<file path="config.mk">
export PLATFORM = sky130hd
export DESIGN_NAME = agu_data_sequencer
export DESIGN_NICKNAME = d
export VERILOG_FILES = /design/src/rtl/agu_data_sequencer.sv
export SDC_FILE = /design/constraint.sdc
export NUM_CORES = 1
export LEC_CHECK = 0
export ABC_CLOCK_PERIOD_IN_PS = 3970
export CAP_MARGIN = 5
export CELL_PAD_IN_SITES_DETAIL_PLACEMENT = 1
export CELL_PAD_IN_SITES_GLOBAL_PLACEMENT = 2
export CORE_MARGIN = 4
export CORE_UTILIZATION = 36
export CTS_BUF_LIST = sky130_fd_sc_hd__clkbuf_8
export DETAILED_ROUTE_END_ITERATION = 10
export PLACE_DENSITY = 0.85
export SYNTH_ARGS = -nofsm -noshare
export SYNTH_HDL_FRONTEND = slang
export SYNTH_SLANG_ARGS = --single-unit
export TNS_END_PERCENT = 5
</file>
<file path="constraint.sdc">
create_clock -name pulse -period 3.97 [get_ports pulse]
set_input_delay 0.9925 -clock pulse [delete_from_list [all_inputs] [get_ports pulse]]
set_output_delay 0.9925 -clock pulse [all_outputs]
set_load 0.01 [all_outputs]
</file>
<file path="src/rtl/agu_data_sequencer.sv">
// Radix-2 DIT FFT butterfly operand address generator: emits (A, B, stage) per butterfly in twiddle-sequencer order.
// Counters run one edge ahead of the registered outputs; stall freezes both while a butterfly is presented.
module agu_data_sequencer #(
  parameter int LOG_N = 4,
  parameter int SW    = 3
) (
  input  logic             pulse,
  input  logic             reset,
  input  logic             c_aSeq_start,
  input  logic             stall,
  output logic [LOG_N-1:0] addrA,
  output logic [LOG_N-1:0] addrB,
  output logic [SW-1:0]    stage_out,
  output logic             bfly_valid,
  output logic             bfly_last,
  output logic             done
);

  localparam int JW = LOG_N - 1;
  localparam logic [JW-1:0] J_LAST     = '1;
  localparam logic [SW-1:0] STAGE_LAST = SW'(LOG_N - 1);

  typedef enum logic [1:0] {S_IDLE, S_RUN, S_DONE} state_t;

  state_t            state, state_nxt;
  logic [SW-1:0]     stage, stage_nxt;
  logic [JW-1:0]     j, j_nxt;
  logic [LOG_N-1:0]  a_nxt, b_nxt;
  logic [SW-1:0]     so_nxt;
  logic              v_nxt, l_nxt, d_nxt;
  logic [LOG_N-1:0]  jx, lo_mask, addr_a, addr_b;
  logic              hold;

  // A is j with a zero inserted at bit 'stage'; B sets that bit.
  always_comb begin
    jx      = {1'b0, j};
    lo_mask = ~({LOG_N{1'b1}} << stage);
    addr_a  = ((jx & ~lo_mask) << 1) | (jx & lo_mask);
    addr_b  = addr_a | ({{(LOG_N-1){1'b0}}, 1'b1} << stage);
  end

  // Stall only matters while a butterfly is on the outputs, so the final
  // butterfly is held too and done slips by the stall length.
  assign hold = stall & bfly_valid;

  always_comb begin
    state_nxt = state;
    stage_nxt = stage;
    j_nxt     = j;
    a_nxt     = addrA;
    b_nxt     = addrB;
    so_nxt    = stage_out;
    v_nxt     = bfly_valid;
    l_nxt     = bfly_last;
    d_nxt     = done;
    if (!hold) begin
      a_nxt  = '0;
      b_nxt  = '0;
      so_nxt = '0;
      v_nxt  = 1'b0;
      l_nxt  = 1'b0;
      d_nxt  = 1'b0;
      case (state)
        S_IDLE: begin
          if (c_aSeq_start) begin
            state_nxt = S_RUN;
            stage_nxt = '0;
            j_nxt     = '0;
          end
        end
        S_RUN: begin
          a_nxt  = addr_a;
          b_nxt  = addr_b;
          so_nxt = stage;
          v_nxt  = 1'b1;
          l_nxt  = (j == J_LAST);
          if (j != J_LAST) begin
            j_nxt = j + 1'b1;
          end else begin
            j_nxt = '0;
            if (stage == STAGE_LAST) state_nxt = S_DONE;
            else                     stage_nxt = stage + 1'b1;
          end
        end
        S_DONE: begin
          d_nxt     = 1'b1;
          state_nxt = S_IDLE;
        end
        default: state_nxt = S_IDLE;
      endcase
    end
  end

  always_ff @(posedge pulse) begin
    if (reset) begin
      state      <= S_IDLE;
      stage      <= '0;
      j          <= '0;
      addrA      <= '0;
      addrB      <= '0;
      stage_out  <= '0;
      bfly_valid <= 1'b0;
      bfly_last  <= 1'b0;
      done       <= 1'b0;
    end else begin
      state      <= state_nxt;
      stage      <= stage_nxt;
      j          <= j_nxt;
      addrA      <= a_nxt;
      addrB      <= b_nxt;
      stage_out  <= so_nxt;
      bfly_valid <= v_nxt;
      bfly_last  <= l_nxt;
      done       <= d_nxt;
    end
  end

endmodule

</file>
# Yosys cells after proc, flatten, opt, wreduce, memory -nomap -nowiden

Index checks and enable logic that the tools add are counted.

Flip-flop bits (word level): 22
Word-level logic and storage cells: 51

Add/subtract/negate cells: 2
Eq/ne operators: 9
Shift-type cells: 2
Muxes and demuxes: 16
Bitwise operators: 8
Reduce and logical (&&, ||, !) cells: 5

Operators by type and width:

| kind                | count |
|---|---|
| $mux 3              | 5 |
| $pmux 3 s2          | 2 |
| $mux 4              | 2 |
| $ne 2x2->1 const B  | 4 |
| $or 4x4->4          | 2 |
| $add 3x1->3 const B | 2 |
| $mux 2              | 3 |
| $reduce_and 5->1    | 1 |
| $and 3x4->4         | 1 |
| $not 4->4           | 1 |
| $pmux 2 s2          | 1 |
| $reduce_and 4->1    | 1 |
| $shl 1x3->4 const A | 1 |
| $shl 4x3->4 const A | 1 |
| $and 3x3->3         | 1 |
| $eq 3x2->1 const B  | 1 |
| $eq 3x3->1 const B  | 1 |
| $mux 1              | 3 |
| $ne 3x3->1 const B  | 1 |
| $not 3->3           | 1 |
| $reduce_and 3->1    | 1 |
| $eq 2x1->1 const B  | 1 |
| $eq 2x2->1 const B  | 1 |
| $logic_not 2->1     | 1 |
| other kinds (3)     | 3 |

# Logic depth before layout (Yosys ltp)

Gate-level depths: netlist (run 1).

Depth in word-level cells: 7
Mapped depth: 7
Depth with buffers taken out: 6

# Worst setup path after synthesis (run 1)

OpenSTA, ideal clock, no wires.

Kind: in2reg
Start: input stall
End: register addrA[2]
Setup time: 128 ps
Arrival: 1660 ps
Path slack: 2182 ps
Stages on the path: 5
Path buffers: 2
Path through: and2_1 -> buf_4 -> buf_2 -> a22oi_1 -> nor2_1

Word-level cells in the longest chain between the ends: 1

RTL lines:

| what                 | line | text |
|---|---|---|
| from (decl)          | 10   | `input logic stall,` |
| $and 1x1->1          | 44   | `assign hold = stall & bfly_valid;` |
| to (signal assigned) | 109  | `addrA <= a_nxt;` |
| to (decl)            | 11   | `output logic [LOG_N-1:0] addrA,` |

Every way passes these cells.
A chain may end at the register's enable or synchronous reset.

# Final worst setup path (run 1)

Start: input stall
End: register j[2]

Word-level cells in the longest chain between the ends: 3

RTL lines:

| what                              | line | text |
|---|---|---|
| $and 1x1->1                       | 44   |  |
| $not 1->1 (no source line)        | --   |  |
| $reduce_and 3->1 (no source line) | --   |  |
| to (signal assigned)              | 108  | `j <= j_nxt;` |
| to (decl)                         | 27   | `logic [JW-1:0] j, j_nxt;` |

Every way passes these cells.

==> run metrics, run 1 <==
Max Buffers Root-to-Sink 2; data arrival time of the worst path 2.61 ns; worst hold path class flop to flop; Area Overhead vs Synth 22.8%; Synth Net Count 126; # nets final 142; fraction of layout cells with a size suffix above 1 13.2%; Clock Sinks 22; Antenna diodes 0; MaxCap Viol Count 0; sequential share of the synthesized area 41.1%; Layout Cells excl Fill 160; period utilisation layout 62.8%; Sum Neg Setup Slack 0 ns; initial core utilization 38.2%; Pre-antenna DRT Iters 4; PostCTS Resize Cnt 0; Design Area, Final 1320 um^2; Peak VDD IR 0.200 mV; final setup violation count 0; RR Startpoint stage[0]; via count of the first global-routing pass 908; CTS tree built; I/O Buffers 17; RR Endpoint stage[0]; Critical Path Start Type input port; drt total wl 2.43 mm; CP max stage cell and2_1; Vias/cell 5.33; GRT Util Overall 13.4%; row cnt 19; Detail Placement HPWL 1.78 mm; setup bufs post-CTS 0; die area 3910 um^2; Setup CP Type input port to flop; PD cells 373 nW/um^2; DRC 0; critical path capture point type flop; Final min period 2.49 ns; Hold Slack 0.459 ns; placed cell area 1240 um^2; Clock Tree Root clkbuf_8; DRT iter0 DRCs 37; Seq cells post-synth 22; Slew Limit Fails 0; Slew headroom 36.2%; critical path cell sequence clkdlybuf4s50_1, and2_1, nor2_4, a22oi_1, nor2_1; largest net degree at the start of global routing 25; FMAX 401 MHz; R2R depth 6; worst setup path end j[2]; status completed; Avg Cell Area, Syn 9.39 um^2; final hold violation count 0; Ports 18; antenna violations before repair 0; DR vias 853; clk slew on worst S/H paths 0.08 ns; Mapped Area 1070 um^2; unrepaired setup endpoints after global routing false; Design Power 490 uW; die width 62.5 um; Ys Warns 0; Critical Path Source stall; R2R setup slack 2.24 ns; core area 2810 um^2; worst-path maximum fanout 18; RD Place Congestion 0.707; cell count after synthesis 114; leakage power 0.471 nW; slowest stage delay, CP 0.58 ns; Skew-Pair Late Insertion Delay 0.26 ns; CTS buffer count 3; Netlist cell types 32; Inst Count DP 156; Worst Tran Pin Value 0.954 ns; grt ovf 0; chip height 62.5 um; drt wl/cell 15.2 um; CTS H-tree depth 1; global-route wire length before repair 4.31 mm; Post-DRT Antenna Nets 0; clock skew 0.00720 ns; required time worst endpoint 4.08 ns; hold_buf cts 0
==> critical path: cells and delay by family <==
kind	cells	cell delay (ns)
AO/OA/AOI/OAI	1	0.28
buffers and inverters	1	0.49
AND/OR/NAND/NOR	3	0.84
==> cell families (layout without fill, tap and decap cells) <==
logic type / Yosys count / in the layout / synth area share, %
buffers and inverters: 11 / 26 / 5.14
adder cells (fa/ha/maj): 8 / 8 / 9.35
AND/OR/NAND/NOR: 37 / 37 / 19.5
AO/OA/AOI/OAI: 35 / 35 / 23.9
multiplexers: 1 / 1 / 0.935
flip-flops: 22 / 22 / 41.1
==> flip-flops by register name, summed over array words and instances, names as in the netlist <==
name / count
stage: 3
state: 2
j: 3
bfly_valid: 1
addrB: 4
bfly_last: 1
done: 1
addrA: 4
stage_out: 3
==> per-layer routing <==
metal / vias up / global-route usage, % / wire length (um)
met2: 16 / 23.2 / 1140
met4: 0 / 4.13 / 27
met5: - / 0 / 0
met1: 400 / 16.5 / 1170
li1: 433 / - / -
met3: 4 / 2.88 / 88
==> Yosys cell counts (all sizes together) <==
cell | n | area [um^2]
a21bo | 1 | 10.0
a21oi | 11 | 70.1
a22oi | 9 | 67.6
a2bb2oi | 1 | 8.76
a32o | 2 | 20.0
and2 | 1 | 6.26
and3b | 1 | 8.76
buf | 4 | 28.8
clkbuf | 2 | 7.51
dfxtp | 22 | 440
ha | 8 | 100
inv | 5 | 18.8
mux2i | 1 | 10.0
nand2 | 10 | 37.5
nand2b | 2 | 27.5
nand3 | 2 | 15.0
nand3b | 1 | 7.51
nor2 | 12 | 52.6
nor2b | 2 | 15.0
nor3 | 3 | 15.0
nor3b | 2 | 15.0
nor4b | 1 | 8.76
o21a | 1 | 15.0
o21ai | 7 | 42.5
o31ai | 3 | 22.5
==> worst min-delay path by stage <==
stage          startpoint       end  slack (ns)  cells after the start
3_5_place_dp     addrA[3]  addrA[3]        0.45                      2
4_1_cts          addrA[3]  addrA[3]        0.46                      2
2_1_floorplan        done      done        0.48                      2
5_1_grt          addrB[3]  addrB[3]        0.50                      2
6_report         addrA[3]  addrA[3]        0.46                      2
3_3_place_gp         done      done        0.44                      2
==> cells in the final DEF (no fill, tap or decap) <==
master            n
a21oi_1           7
nand3_1           1
nand2_1          10
a22oi_1           9
and2_1            1
o31ai_1           3
nor4b_1           1
nand2b_4          2
a2bb2oi_1         1
nand3_2           1
nor2_4            1
ha_1              8
dfxtp_1          22
clkbuf_8          3
o21ai_0           5
a32o_1            2
bufinv_16         1
a21oi_2           4
nor2_1           11
nor3b_1           2
inv_1             5
clkdlybuf4s50_1  17
and3b_1           1
o21a_4            1
nor3_1            3
nand3b_1          1
nor2b_1           1
nor2b_2           1
a21bo_2           1
mux2i_1           1
o21ai_2           2
==> power by group <==
part / switching (mW) / total (mW) / internal [mW]
combinational: 0.0278 / 0.0490 / 0.0213
clock: 0.0733 / 0.208 / 0.135
sequential: 0.00775 / 0.233 / 0.225
==> layout make-up <==
type | instances | area (um^2)
Clock buffer | 3 | 41.3
Clock inverter | 1 | 30.0
Fill cell | 332 | 1490
Inverter | 5 | 18.8
Multi-Input combinational cell | 81 | 576
Sequential cell | 22 | 440
Tap cell | 31 | 38.8
Timing Repair Buffer | 17 | 170
==> metrics by stage <==
step           setup WS, ns  utilization [%]
5_1_grt                1.31             46.9
2_1_floorplan          2.18                -
4_1_cts                1.45             46.9
6_report               1.48             46.9
3_5_place_dp           1.23             44.3
3_3_place_gp           1.31             44.3
Note: power is estimated with default switching activity, not from simulation.
==> run 2, diff against run 1 <==
ABC_CLOCK_PERIOD_IN_PS = 2500   (was 3970)
CORE_UTILIZATION = 33   (was 36)
PLACE_DENSITY = 0.79   (was 0.85)
clock period = 2.5 ns   (was 3.97 ns; I/O delays follow)
==> run 2 against run 1 <==
Hold slack better by 0.0034 ns. Final cell count increased by 9.4%. Global-route usage rose by 0.48 points. Combinational power grew 68%. Sequential power up 59%. Clock-buffer cell count unchanged. Clock power grew 60%. First-iteration DRC count down 27%. Non-clock buffer count is 2 higher. Final area up 2.4%. Die area grew 7.9%. Highest routed layer unchanged.
==> run metrics, run 2 (same netlist as run 1, synthesis figures left out) <==
status completed (unchanged); largest net degree at the start of global routing 25 (unchanged); global-route wire length before repair 4.53 mm (was 4.31 mm); RD Place Congestion 0.759 (was 0.707); Fillers 359 (was 332); Area Overhead vs Synth 25.7% (was 22.8%); Layout Cells excl Fill 175 (was 160); clk slew on worst S/H paths 0.09 ns (was 0.08 ns); initial core utilization 34.8% (was 38.2%); Design Area, Final 1350 um^2 (was 1320 um^2); critical path capture point type flop (unchanged); Clock Sinks 22 (unchanged); via count of the first global-routing pass 917 (was 908); DRC 0 (unchanged); unrepaired setup endpoints after global routing false (unchanged); PD cells 584 nW/um^2 (was 373 nW/um^2); DRT iter0 DRCs 27 (was 37); row cnt 20 (was 19); fraction of layout cells with a size suffix above 1 14.5% (was 13.2%); Clock Tree Root clkbuf_8 (unchanged); storage element area 440 um^2 (unchanged); required time worst endpoint 2.65 ns (was 4.08 ns); Slew Limit Fails 0 (unchanged); CTS tree built (unchanged); Vias/cell 4.96 (was 5.33); grt ovf 0 (unchanged); placed cell area 1270 um^2 (was 1240 um^2); Sum Neg Setup Slack 0 ns (unchanged); Antenna diodes 0 (unchanged); PostCTS Resize Cnt 0 (unchanged); CTS buffer count 3 (unchanged); CTS H-tree depth 1 (unchanged); DR vias 868 (was 853); setup bufs post-CTS 0 (unchanged); Worst Tran Pin Value 0.489 ns (was 0.954 ns); Slew headroom 67.4% (was 36.2%); worst hold path class flop to flop (unchanged); multi-input logic area 576 um^2 (unchanged); Max Buffers Root-to-Sink 2 (unchanged); FMAX 538 MHz; Final min period 1.86 ns; leakage power 0.481 nW (was 0.471 nW); MaxCap Viol Count 0 (unchanged); final hold violation count 0 (unchanged); period utilisation layout 74.3%; most common cell after layout, fill and taps aside dfxtp_1 (unchanged); Pre-antenna DRT Iters 4 (unchanged); antenna violations before repair 0 (unchanged); die width 65.0 um (was 62.5 um); final setup violation count 0 (unchanged); GRT Util Overall 13.9% (was 13.4%); drt wl/cell 14.6 um (was 15.2 um); Inst Count DP 171 (was 156); Setup CP Type input port to flop (unchanged); drt total wl 2.56 mm (was 2.43 mm); Detail Placement HPWL 1.87 mm (was 1.78 mm); I/O Buffers 17 (unchanged); hold_buf cts 0 (unchanged); data arrival time of the worst path 2.01 ns (was 2.61 ns); Peak VDD IR 0.273 mV (was 0.200 mV); chip height 65.0 um (was 62.5 um); commonest cells after routing, fill and taps aside 22 x dfxtp_1, 17 x clkdlybuf4s50_1, 11 x nor2_1 (unchanged); Post-DRT Antenna Nets 0 (unchanged); core area 3080 um^2 (was 2810 um^2); clock skew 0.00461 ns (was 0.00720 ns); # nets final 144 (was 142); Skew-Pair Late Insertion Delay 0.26 ns (about the same); Ports 18 (unchanged); Critical Path Start Type input port (unchanged); biggest regs addrA: 4 flops, addrB: 4 flops (unchanged); die area 4220 um^2 (was 3910 um^2); worst-path maximum fanout 12 (was 18)
==> run 2: cell types whose count changed in the layout (fill, tap and decap cells not counted) <==
cell   previous run  this run
buf_4             0         2
==> run 2: per-layer routing <==
metal | vias up | part of all wire, % | track usage (%)
li1 | 438 | - | -
met1 | 420 | 47 | 17.6
met2 | 8 | 51 | 24.1
met3 | 2 | 1.5 | 2.08
met4 | 0 | 0.51 | 3.96
met5 | - | 0 | 0
==> run 2: path summary, 6_finish.rpt <==
path,from,to,slack (ns),cells after the start
setup / recovery,stall,addrA[1],0.64,5
hold / removal,done,done,0.46,2
setup reg to reg,stage[0],stage[0],0.80,6
hold reg to reg,done,done,0.46,2
==> run 2: layout make-up <==
class	instances	share of cell area, %
inverters	5	1.39
multi-input cells	81	42.8
clock buffers	3	3.07
clock inverters	1	2.23
well taps	44	4.09
repair buffers	19	13.8
flip-flops and latches	22	32.7
==> run 2: power by group <==
| group | leakage (nW) | total (mW) | switching [mW] | internal [mW] |
|---|---|---|---|---|
| Combinational | 0.267 | 0.0824 | 0.0465 | 0.0359 |
| Sequential | 0.178 | 0.370 | 0.0121 | 0.358 |
| Clock | 0.0357 | 0.333 | 0.119 | 0.214 |
| Total | 0.481 | 0.786 | 0.178 | 0.608 |
==> run 2: through the flow <==
step	power, mW	worst slack (ns)	utilization [%]	hold WS, ns
finish	0.786	0.642	43.7	0.462
global route	0.826	0.566	43.7	0.496
CTS	0.798	0.656	43.7	0.469
detailed placement	0.461	0.401	41.4	0.455
global placement	0.458	0.441	41.4	0.441
floorplan	0.435	0.972	-	0.476
==> run 2: critical path: stages <==
cell and delay, ns:
clkdlybuf4s50_1 0.49, and2_1 0.44, nor2_4 0.16, a22oi_1 0.23
nor2_1 0.06
